`src/rtl/clock_input_pkg.sv`:
```
// rtl/clock_input_pkg.sv - shared constants and types for the alarm clock input front end
// Ports: none (package).
package clock_input_pkg;

  localparam int NUM_BTN      = 5;
  localparam int BTN_TIMESET  = 0;
  localparam int BTN_ALARMSET = 1;
  localparam int BTN_MINADV   = 2;
  localparam int BTN_HRSADV   = 3;
  localparam int BTN_ALARMON  = 4;

  typedef enum logic [1:0] {
    IDLE,
    HOLD,
    RPT
  } rpt_state_t;

  // Counter width able to hold 0..n-1, never narrower than one bit.
  function automatic int cnt_width(input int n);
    return (n > 1) ? $clog2(n) : 1;
  endfunction

endpackage

```
`src/rtl/clock_input_cond_if.sv`:
```
// rtl/clock_input_cond_if.sv - button/strobe bundle between input conditioning and its neighbours
// Signals: btn_raw (raw buttons in), pulse (seconds strobe), btn_lvl (debounced levels),
//          min_adv / hrs_adv (advance strobes).
// Modports: slave = conditioning block, master = the side driving buttons and consuming strobes.
interface clock_input_cond_if;
  import clock_input_pkg::*;

  logic [NUM_BTN-1:0] btn_raw;
  logic               pulse;
  logic [NUM_BTN-1:0] btn_lvl;
  logic               min_adv;
  logic               hrs_adv;

  modport master (
    output btn_raw,
    input  pulse,
    input  btn_lvl,
    input  min_adv,
    input  hrs_adv
  );

  modport slave (
    input  btn_raw,
    output pulse,
    output btn_lvl,
    output min_adv,
    output hrs_adv
  );

endinterface

```
`src/rtl/btn_debounce.sv`:
```
// rtl/btn_debounce.sv - two-flop synchronizer plus stable-count debounce for one button
// Ports: clk (clock), rst (async active-low reset), raw (asynchronous button),
//        lvl (debounced level, changes DB_CYCLES+2 cycles after a clean raw edge).
module btn_debounce
  import clock_input_pkg::*;
#(
  parameter int DB_CYCLES = 1_000_000
) (
  input  logic clk,
  input  logic rst,
  input  logic raw,
  output logic lvl
);

  localparam int             CW      = cnt_width(DB_CYCLES);
  localparam logic [CW-1:0]  DB_LAST = CW'(DB_CYCLES - 1);

  logic          r_sync1;
  logic          r_sync2;
  logic          r_lvl;
  logic [CW-1:0] r_cnt;

  always_ff @(posedge clk or negedge rst) begin
    if (!rst) begin
      r_sync1 <= 1'b0;
      r_sync2 <= 1'b0;
      r_lvl   <= 1'b0;
      r_cnt   <= '0;
    end else begin
      r_sync1 <= raw;
      r_sync2 <= r_sync1;
      // Any cycle where the synchronized value agrees with the accepted level
      // restarts the stability count, so a bounce back discards progress.
      if (r_sync2 == r_lvl) begin
        r_cnt <= '0;
      end else if (r_cnt == DB_LAST) begin
        r_lvl <= ~r_lvl;
        r_cnt <= '0;
      end else begin
        r_cnt <= r_cnt + 1'b1;
      end
    end
  end

  assign lvl = r_lvl;

endmodule

```
`src/rtl/clock_input_cond.sv`:
```
// rtl/clock_input_cond.sv - seconds prescaler, button debounce and advance auto-repeat
// Ports: clk (board clock), rst (async active-low reset),
//        bus (slave side: btn_raw in; pulse, btn_lvl, min_adv, hrs_adv out).
module clock_input_cond
  import clock_input_pkg::*;
#(
  parameter int TICK_DIV  = 50_000_000,
  parameter int DB_CYCLES = 1_000_000,
  parameter int RPT_DLY   = 25_000_000,
  parameter int RPT_PER   = 5_000_000
) (
  input  logic                clk,
  input  logic                rst,
  clock_input_cond_if.slave   bus
);

  // ---------------------------------------------------------------- prescaler
  localparam int            TW        = cnt_width(TICK_DIV);
  localparam logic [TW-1:0] TICK_LAST = TW'(TICK_DIV - 1);

  logic [TW-1:0] r_tick_cnt;

  always_ff @(posedge clk or negedge rst) begin
    if (!rst) begin
      r_tick_cnt <= '0;
    end else if (r_tick_cnt == TICK_LAST) begin
      r_tick_cnt <= '0;
    end else begin
      r_tick_cnt <= r_tick_cnt + 1'b1;
    end
  end

  // Decode of a register; TICK_DIV >= 2 keeps it low while in reset.
  assign bus.pulse = (r_tick_cnt == TICK_LAST);

  // ----------------------------------------------------------------- debounce
  logic [NUM_BTN-1:0] w_btn_lvl;

  for (genvar gi = 0; gi < NUM_BTN; gi++) begin : g_db
    btn_debounce #(
      .DB_CYCLES (DB_CYCLES)
    ) u_db (
      .clk (clk),
      .rst (rst),
      .raw (bus.btn_raw[gi]),
      .lvl (w_btn_lvl[gi])
    );
  end

  assign bus.btn_lvl = w_btn_lvl;

  // ------------------------------------------------------ auto-repeat FSMs
  // One shared counter per FSM covers both the initial hold delay and the
  // repeat period, so it is sized for the larger of the two.
  localparam int RW_DLY = cnt_width(RPT_DLY);
  localparam int RW_PER = cnt_width(RPT_PER);
  localparam int RW     = (RW_DLY > RW_PER) ? RW_DLY : RW_PER;
  localparam logic [RW-1:0] DLY_LAST = RW'(RPT_DLY - 1);
  localparam logic [RW-1:0] PER_LAST = RW'(RPT_PER - 1);

  logic [1:0] w_adv_lvl;
  logic [1:0] w_adv;

  assign w_adv_lvl[0] = w_btn_lvl[BTN_MINADV];
  assign w_adv_lvl[1] = w_btn_lvl[BTN_HRSADV];

  for (genvar gr = 0; gr < 2; gr++) begin : g_rpt
    rpt_state_t    r_state;
    logic [RW-1:0] r_cnt;
    logic          r_lvl_d;
    logic          r_adv;

    always_ff @(posedge clk or negedge rst) begin
      if (!rst) begin
        r_state <= IDLE;
        r_cnt   <= '0;
        r_lvl_d <= 1'b0;
        r_adv   <= 1'b0;
      end else begin
        r_lvl_d <= w_adv_lvl[gr];
        r_adv   <= 1'b0;
        case (r_state)
          IDLE: begin
            if (w_adv_lvl[gr] && !r_lvl_d) begin
              r_adv   <= 1'b1;
              r_cnt   <= '0;
              r_state <= HOLD;
            end
          end
          HOLD: begin
            // Release is checked first so it wins over a terminal count.
            if (!w_adv_lvl[gr]) begin
              r_cnt   <= '0;
              r_state <= IDLE;
            end else if (r_cnt == DLY_LAST) begin
              r_adv   <= 1'b1;
              r_cnt   <= '0;
              r_state <= RPT;
            end else begin
              r_cnt <= r_cnt + 1'b1;
            end
          end
          RPT: begin
            if (!w_adv_lvl[gr]) begin
              r_cnt   <= '0;
              r_state <= IDLE;
            end else if (r_cnt == PER_LAST) begin
              r_adv <= 1'b1;
              r_cnt <= '0;
            end else begin
              r_cnt <= r_cnt + 1'b1;
            end
          end
          default: begin
            r_cnt   <= '0;
            r_state <= IDLE;
          end
        endcase
      end
    end

    assign w_adv[gr] = r_adv;
  end

  assign bus.min_adv = w_adv[0];
  assign bus.hrs_adv = w_adv[1];

endmodule

```
`src/flat_wrapper.sv`:
```
// flat-port wrapper written by rule: the top's interface ports become plain ports
module clock_input_cond_flat import clock_input_pkg::*;
#(
  parameter int TICK_DIV  = 50_000_000,
  parameter int DB_CYCLES = 1_000_000,
  parameter int RPT_DLY   = 25_000_000,
  parameter int RPT_PER   = 5_000_000
)
  (clk, rst, bus_btn_raw, bus_pulse, bus_btn_lvl, bus_min_adv, bus_hrs_adv);
  clock_input_cond_if bus_i ();
  input  logic clk;
  input  logic rst;
  input wire logic [$bits(bus_i.btn_raw)-1:0] bus_btn_raw;
  output wire logic [$bits(bus_i.pulse)-1:0] bus_pulse;
  output wire logic [$bits(bus_i.btn_lvl)-1:0] bus_btn_lvl;
  output wire logic [$bits(bus_i.min_adv)-1:0] bus_min_adv;
  output wire logic [$bits(bus_i.hrs_adv)-1:0] bus_hrs_adv;
  assign bus_i.btn_raw = bus_btn_raw;
  assign bus_pulse = bus_i.pulse;
  assign bus_btn_lvl = bus_i.btn_lvl;
  assign bus_min_adv = bus_i.min_adv;
  assign bus_hrs_adv = bus_i.hrs_adv;
  clock_input_cond #(.TICK_DIV(TICK_DIV), .DB_CYCLES(DB_CYCLES), .RPT_DLY(RPT_DLY), .RPT_PER(RPT_PER)) u_core (.clk(clk), .rst(rst), .bus(bus_i));
endmodule
```
`config.mk`:
```
export PLATFORM = sky130hd
export DESIGN_NAME = clock_input_cond_flat
export DESIGN_NICKNAME = d
export VERILOG_FILES = /design/src/rtl/clock_input_pkg.sv /design/src/rtl/clock_input_cond_if.sv /design/src/rtl/btn_debounce.sv /design/src/rtl/clock_input_cond.sv /design/src/flat_wrapper.sv
export SDC_FILE = /design/constraint.sdc
export NUM_CORES = 1
export LEC_CHECK = 0
export ABC_AREA = 1
export ABC_CLOCK_PERIOD_IN_PS = 2200
export CAP_MARGIN = 15
export CORE_ASPECT_RATIO = 0.6
export CORE_MARGIN = 4
export CORE_UTILIZATION = 55
export DETAILED_ROUTE_END_ITERATION = 6
export PLACE_DENSITY_LB_ADDON = 0.15
export SLEW_MARGIN = 20
export SYNTH_ARGS = -nofsm -noshare
export SYNTH_HDL_FRONTEND = slang
export SYNTH_SLANG_ARGS = --single-unit
```
`constraint.sdc`:
```
create_clock -name clk -period 2.2 [get_ports clk]
set_input_delay 0.55 -clock clk [delete_from_list [all_inputs] [get_ports clk]]
set_output_delay 0.55 -clock clk [all_outputs]
set_load 0.01 [all_outputs]
```
==> results of run 1 <==
Yosys cell counts (11+ instances only):
cell     instances  area share
nor3_1          46       0.020
a21oi_2         20       0.015
nand4_1         32       0.018
nor2_2          21       0.012
nor2_1         247       0.082
inv_2           17      0.0056
dfrtp_1        199        0.44
nand2_1        306        0.10
ha_1            16       0.018
nand3_1         97       0.043
inv_1          195       0.065
xnor2_1         11      0.0085
o21ai_0         28       0.012
a21oi_1         46       0.020
xor2_1          62       0.048
buf_4           12      0.0080
o21ai_1         12      0.0053
cells by family (layout without fill, tap and decap cells):
group,Yosys count,count (layout)
simple gates,808,808
buf+inv,238,306
flops,199,199
compound gates,126,126
xor+xnor,73,73
fa+ha+maj,16,16
mux,3,3
repair_timing:
item	4_1_cts	5_1_grt
buffers inserted	12	4
setup endpoints to repair	2	3
gates resized for setup	9	8
pin swaps	4	6
cell usage in the layout (no fill, tap or decap), drive strengths merged, types with 6 or more instances in the layout:
cell type,netlist,routed
nand2,319,319
nor2,271,271
inv,212,216
dfrtp,199,199
nand3,108,108
a21oi,67,67
xor2,62,62
nor3,60,60
buf,25,49
o21ai,41,41
nand4,35,35
clkbuf,1,19
ha,16,16
clkdlybuf4s50,0,12
xnor2,11,11
a31oi,7,7
nor3b,7,7
clkinv,0,6
path summary, 6_finish.rpt:
kind | from | endpoint | slack (ns) | cells after the start
worst max-delay path | u_core.r_tick_cnt[9] | u_core.r_tick_cnt[22] | 0.07 | 13
worst min-delay path | rst | u_core.g_db[1].u_db.r_cnt[1] | 0.04 | 1
worst max register to register | u_core.r_tick_cnt[9] | u_core.r_tick_cnt[22] | 0.07 | 13
worst min register to register | u_core.g_db[2].u_db.r_sync1 | u_core.g_db[2].u_db.r_sync2 | 0.35 | 0
max in group asynchronous | rst | u_core.r_tick_cnt[3] | 1.54 | 2
min in group clk | u_core.g_db[2].u_db.r_sync1 | u_core.g_db[2].u_db.r_sync2 | 0.35 | 0
routing by layer:
metal  GRT usage  vias up  wire [µm]  part of all wire
met1       0.353     4332      13000              0.54
met2       0.294      242       9480              0.39
met3      0.0407       16       1400             0.058
li1            -     4736          -                 -
met5           0        -          0                 0
met4      0.0566        0        241             0.010
cell type report:
type / instances / area [µm²]
Fill cell: 1788 / 7430
Clock buffer: 18 / 439
Multi-Input combinational cell: 1026 / 5380
Clock inverter: 14 / 190
Timing Repair Buffer: 62 / 556
Tap cell: 273 / 342
Inverter: 212 / 796
Sequential cell: 199 / 4980
flip-flops by register name, summed over array words and instances (netlist names):
register,flops
u_core.g_db.u_db.r_cnt,100
u_core.g_rpt.r_cnt,50
u_core.r_tick_cnt,26
u_core.g_db.u_db.lvl,5
u_core.g_db.u_db.r_sync1,5
u_core.g_db.u_db.r_sync2,5
u_core.g_rpt.r_state,4
u_core.g_rpt.r_lvl_d,2
u_core.bus.hrs_adv,1
u_core.bus.min_adv,1
stage by stage:
stage	worst slack (ns)	util	total power, mW
2_1_floorplan	0.456	-	3.84
3_3_place_gp	0.0755	0.591	3.97
3_5_place_dp	0.0697	0.591	3.97
4_1_cts	0.0374	0.627	7.32
5_1_grt	-0.0216	0.630	7.51
6_report	0.0745	0.630	7.24
power by group:
| part | internal, mW | switching (mW) |
|---|---|---|
| Sequential | 3.69 | 0.0231 |
| Clock | 1.85 | 1.50 |
| Combinational | 0.0522 | 0.130 |
critical path: cells and delay by family, from the launching register on:
kind | cells | cell delay [ns]
and+or+nand+nor | 5 | 0.59
DFF | 1 | 0.41
buffers and inverters | 8 | 0.99
==> impl_metrics.toml, run 1 <==
[synthesis]
netlist_instances = 1463
synth_top_family_by_area = "simple AND/OR/NAND/NOR gates"
synth_fp_nets = 1486
synthMuxAreaShare = 0.00298
synth_warnings = 0
synth-main-ff-cell = "dfrtp_1"
synth_xor_area_frac = 0.0565
synth-edff-count = 0
async_flop_share = 1.00
syn_area_per_cell_um2 = 7.74
yosys.area_share.simple = 0.329
synth_seq_area_share = 0.440
synth_fa_ha_area_frac = 0.0177
synth-seq-cells = 199
synth_compound_area_frac = 0.0668
yosysUniqueCellTypes = 49
syn_area_mm2 = 0.0113

[clocking]
numCtsBuffers = 17
htreeDepth = 4
cts_tree = "built"
cts.hold.buffers_added = 0
cts_num_sinks = 199
clkSlewWorstSetupHoldPaths_ns = 0.08
cts.path.max_buffers = 2
root_buffer = "clkbuf_16"
clk_latency_ns = 0.44

[setup_path]
critPathRequiredTime_ns = 2.53
crit_path_end_kind = "flop"
criticalPathCategory = "reg2reg"
crit_chain = "inv_2, nand4_1, buf_4, buf_4, buf_4, buf_4, buf_4, buf_4, buf_4, nor2_2, nand2_1, nor4_4, nor2_1"
worst_path_most_repeated_cell = "buf_4"
cpPeakStageDelay_ns = 0.41
critPathArrivalTime_ns = 2.45
path_max_fanout = 3
cp-start-kind = "flop"
slowest_stage = "dfrtp_1"

[route]
drc = 0
detail_route.iter0.violations = 832
ant_nets = 0
wire_per_inst_um = 13.4
vias = 9326
drt_pass1_iterations = 7
wirelength_um = 24200
vias_per_cell = 5.17

[sta]
hold_violations = 0
finalSetupTns_ns = 0
finalHoldWorstSlack_ns = 0.0408
setup_violations = 0
relSlewSlack = 0.724
drv_slew = 0
rsz0062_at_grt = "yes"
max_freq_mhz = 470
fin_crit_sh = 0.966
fin_skew_ns = 0.0121
fin_crit_ns = 2.13
tightest_slew_ns = 0.414

[global_routing]
grt_pass1_vias = 8596
globalRoute.totalOverflow = 0
grt_antenna_before_repair = 0
track_usage = 0.217
grt_first_pass_wirelength_um = 41800
grt_start_max_net_pins = 49

[cells_and_area]
layout-drive-gt1-share = 0.132
n_antenna_cell = 0
final_nets = 1541
syn_to_final_growth_pct = 12.0
fin_cells = 1804
finish.instance_area_mm2 = 0.0127

[floorplanning]
io_pins = 15
initial_utilization = 0.563
die-area_mm2 = 0.0230
dieHeight_um = 119
die_x_um = 193
core-area_mm2 = 0.0201
core.rowCount = 40

[placement]
placed_area_mm2 = 0.0119
numPlacedInstances = 1756
gp_congestion = 0.977
portBuffers = 14
dp_hpwl_um = 17900

[worst_hold_path]
hp-class = "in2async"

[job]
max_cap_violations = 0

[status]
status = "finished, final reports clean"

[power_and_ir_drop]
ir_drop_v = 0.000594
leakage_nw = 5.81
powerDensity_mw_per_mm2 = 571
(Power assumes the default switching activity.)
==> inputs of run 2 (changes only) <==
--- a/config.mk
+++ b/config.mk
@@ -7,7 +7,6 @@
 export LEC_CHECK = 0
 export ABC_AREA = 1
 export ABC_CLOCK_PERIOD_IN_PS = 2200
-export CAP_MARGIN = 15
 export CORE_ASPECT_RATIO = 0.6
 export CORE_MARGIN = 4
 export CORE_UTILIZATION = 55
==> results of run 2 <==
Same layout as run 1: the final DEF is identical, and so are final timing and power.
==> inputs of run 3 (changes only) <==
--- a/config.mk
+++ b/config.mk
@@ -10,9 +10,10 @@
 export CORE_ASPECT_RATIO = 0.6
 export CORE_MARGIN = 4
 export CORE_UTILIZATION = 55
+export CTS_CLUSTER_DIAMETER = 50
 export DETAILED_ROUTE_END_ITERATION = 6
+export GPL_ROUTABILITY_DRIVEN = 0
 export PLACE_DENSITY_LB_ADDON = 0.15
-export SLEW_MARGIN = 20
 export SYNTH_ARGS = -nofsm -noshare
 export SYNTH_HDL_FRONTEND = slang
 export SYNTH_SLANG_ARGS = --single-unit
==> impl_metrics.toml, run 3 (synthesis gave the netlist of run 1 again) <==
[setup_path]
path_max_fanout = 3
r2r_start = "u_core.g_rpt[1].r_cnt[0]"
cp-start-kind = "flop"
crit_path_end_kind = "output pin"
critPathArrivalTime_ns = 1.57
rr_endpoint = "u_core.g_rpt[1].r_cnt[5]"
criticalPathCategory = "reg2out"
cp-endpoint = "bus_pulse"
worst-r2r-setup-slack_ns = 0.27
crit_start = "u_core.r_tick_cnt[10]"
critPathRequiredTime_ns = 1.65
rr_worst_depth = 10

[power_and_ir_drop]
powerDensity_mw_per_mm2 = 556
ir_drop_v = 0.000524
power_mw = 6.94
pwr-share-clk = 0.439
p_sw_mw = 1.60
p_sw_frac = 0.230
leakage_nw = 5.69
power_frac_comb = 0.026
p_int_mw = 5.35
p_seq_frac = 0.534

[placement]
numPlacedInstances = 1757
dp_hpwl_um = 17900
portBuffers = 14

[cells_and_area]
final_cell_mix = "306 x nand2_1, 245 x nor2_1, 197 x dfrtp_1"
regMostFlops = "u_core.g_db.u_db.r_cnt"
syn_to_final_growth_pct = 10.3
fin_cells = 1791
largest_reg_flops = 100
layout-drive-gt1-share = 0.123
top_regs = "u_core.g_db.u_db.r_cnt: 100 flops, u_core.g_rpt.r_cnt: 50 flops, u_core.r_tick_cnt: 26 flops"
final_common_cell = "nand2_1"
final_nets = 1529
n_antenna_cell = 0

[global_routing]
globalRoute.totalOverflow = 0
grt_first_pass_wirelength_um = 41000
grt_pass1_vias = 8365
track_usage = 0.215
grt_start_max_net_pins = 78
grt_antenna_before_repair = 0

[route]
vias_per_cell = 5.19
wire_per_inst_um = 13.3
wl_met1_um = 12900
met2_length_um = 9100
drt_pass1_iterations = 5
drc = 0
vias = 9288
ant_nets = 0
wirelength_um = 23800
top_layer = "met4"
wl_met3_um = 1590
detail_route.iter0.violations = 866

[floorplanning]
core-area_mm2 = 0.0201
die_x_um = 193
io_pins = 15
initial_utilization = 0.563
dieHeight_um = 119
die-area_mm2 = 0.0230
core.rowCount = 40

[clocking]
cts.path.max_buffers = 2
cts_tree = "built"
clk_latency_ns = 0.44
clkSlewWorstSetupHoldPaths_ns = 0.07
cts_num_sinks = 199
root_buffer = "clkbuf_16"
htreeDepth = 4
numCtsBuffers = 17

[sta]
finalHoldWorstSlack_ns = 0.358
hold_violations = 0
finalSetupTns_ns = 0
setup_violations = 0
fin_crit_sh = 0.963
drv_slew = 0
fin_skew_ns = 0.00890
fin_crit_ns = 2.12
tightest_slew_ns = 0.438
rsz0062_at_grt = "yes"
max_freq_mhz = 472
relSlewSlack = 0.705

[status]
status = "finished, final reports clean"

[worst_hold_path]
whs_path_depth = 0
hp-class = "reg2reg"

[job]
max_cap_violations = 0
==> run 3: per-layer routing <==
layer	GRT usage	up-vias
met4	0.0455	0
met3	0.0458	14
li1	-	4728
met1	0.357	4288
met2	0.282	258
met5	0	-
==> run 3: timing repair <==
| item | CTS | global route |
|---|---|---|
| hold buffers | 1 | 0 |
| setup endpoints to repair | 1 | 3 |
| resized for setup | 7 | 7 |
| pin swaps | 2 | 1 |
| hold endpoints to repair | 9 | 0 |
| buffers inserted | 1 | 1 |
| cloned | 0 | 0 |
==> run 3: how the worst min path moves through the flow <==
stage                                           start                           to  slack, ns
after global routing      u_core.g_db[0].u_db.r_sync1  u_core.g_db[0].u_db.r_sync2       0.37
after CTS                 u_core.g_db[3].u_db.r_sync1  u_core.g_db[3].u_db.r_sync2       0.36
after floorplan                                   rst           u_core.bus.hrs_adv       0.25
after global placement    u_core.g_db[1].u_db.r_sync1  u_core.g_db[1].u_db.r_sync2       0.33
final                     u_core.g_db[3].u_db.r_sync1  u_core.g_db[3].u_db.r_sync2       0.36
after detailed placement  u_core.g_db[3].u_db.r_sync1  u_core.g_db[3].u_db.r_sync2       0.34
==> run 3: power groups by stage <==
| stage | clock, mW | combinational [mW] | sequential [mW] |
|---|---|---|---|
| 2_1_floorplan | 0 | 0.0678 | 3.78 |
| 3_3_place_gp | 0 | 0.184 | 3.78 |
| 3_5_place_dp | 0 | 0.188 | 3.78 |
| 4_1_cts | 3.14 | 0.190 | 3.71 |
| 5_1_grt | 3.30 | 0.215 | 3.71 |
| 6_report | 3.05 | 0.181 | 3.71 |
==> run 3: layout make-up <==
| cell class | count | area [µm²] |
|---|---|---|
| clock buffers | 19 | 443 |
| clock inverters | 12 | 118 |
| fillers | 1813 | 7640 |
| inverters | 212 | 796 |
| multi-input cells | 1026 | 5370 |
| flip-flops and latches | 199 | 4980 |
| well taps | 273 | 342 |
| repair buffers | 50 | 437 |
==> run 3: per-stage QoR <==
step	utilization	setup slack (ns)	instance area, µm²
finish	0.620	0.0805	12500
global placement	0.591	0.113	11900
floorplan	-	0.456	11300
detailed placement	0.591	0.0812	11900
global route	0.620	-0.0442	12500
CTS	0.619	0.0391	12500
==> run 3: critical path, stage by stage, from the launching register on <==
cell,delay [ns]
dfrtp_1,0.41
inv_2,0.08
nand4_1,0.17
nor2_2,0.17
nand4_4,0.10
inv_2,0.07
buf_2,0.12
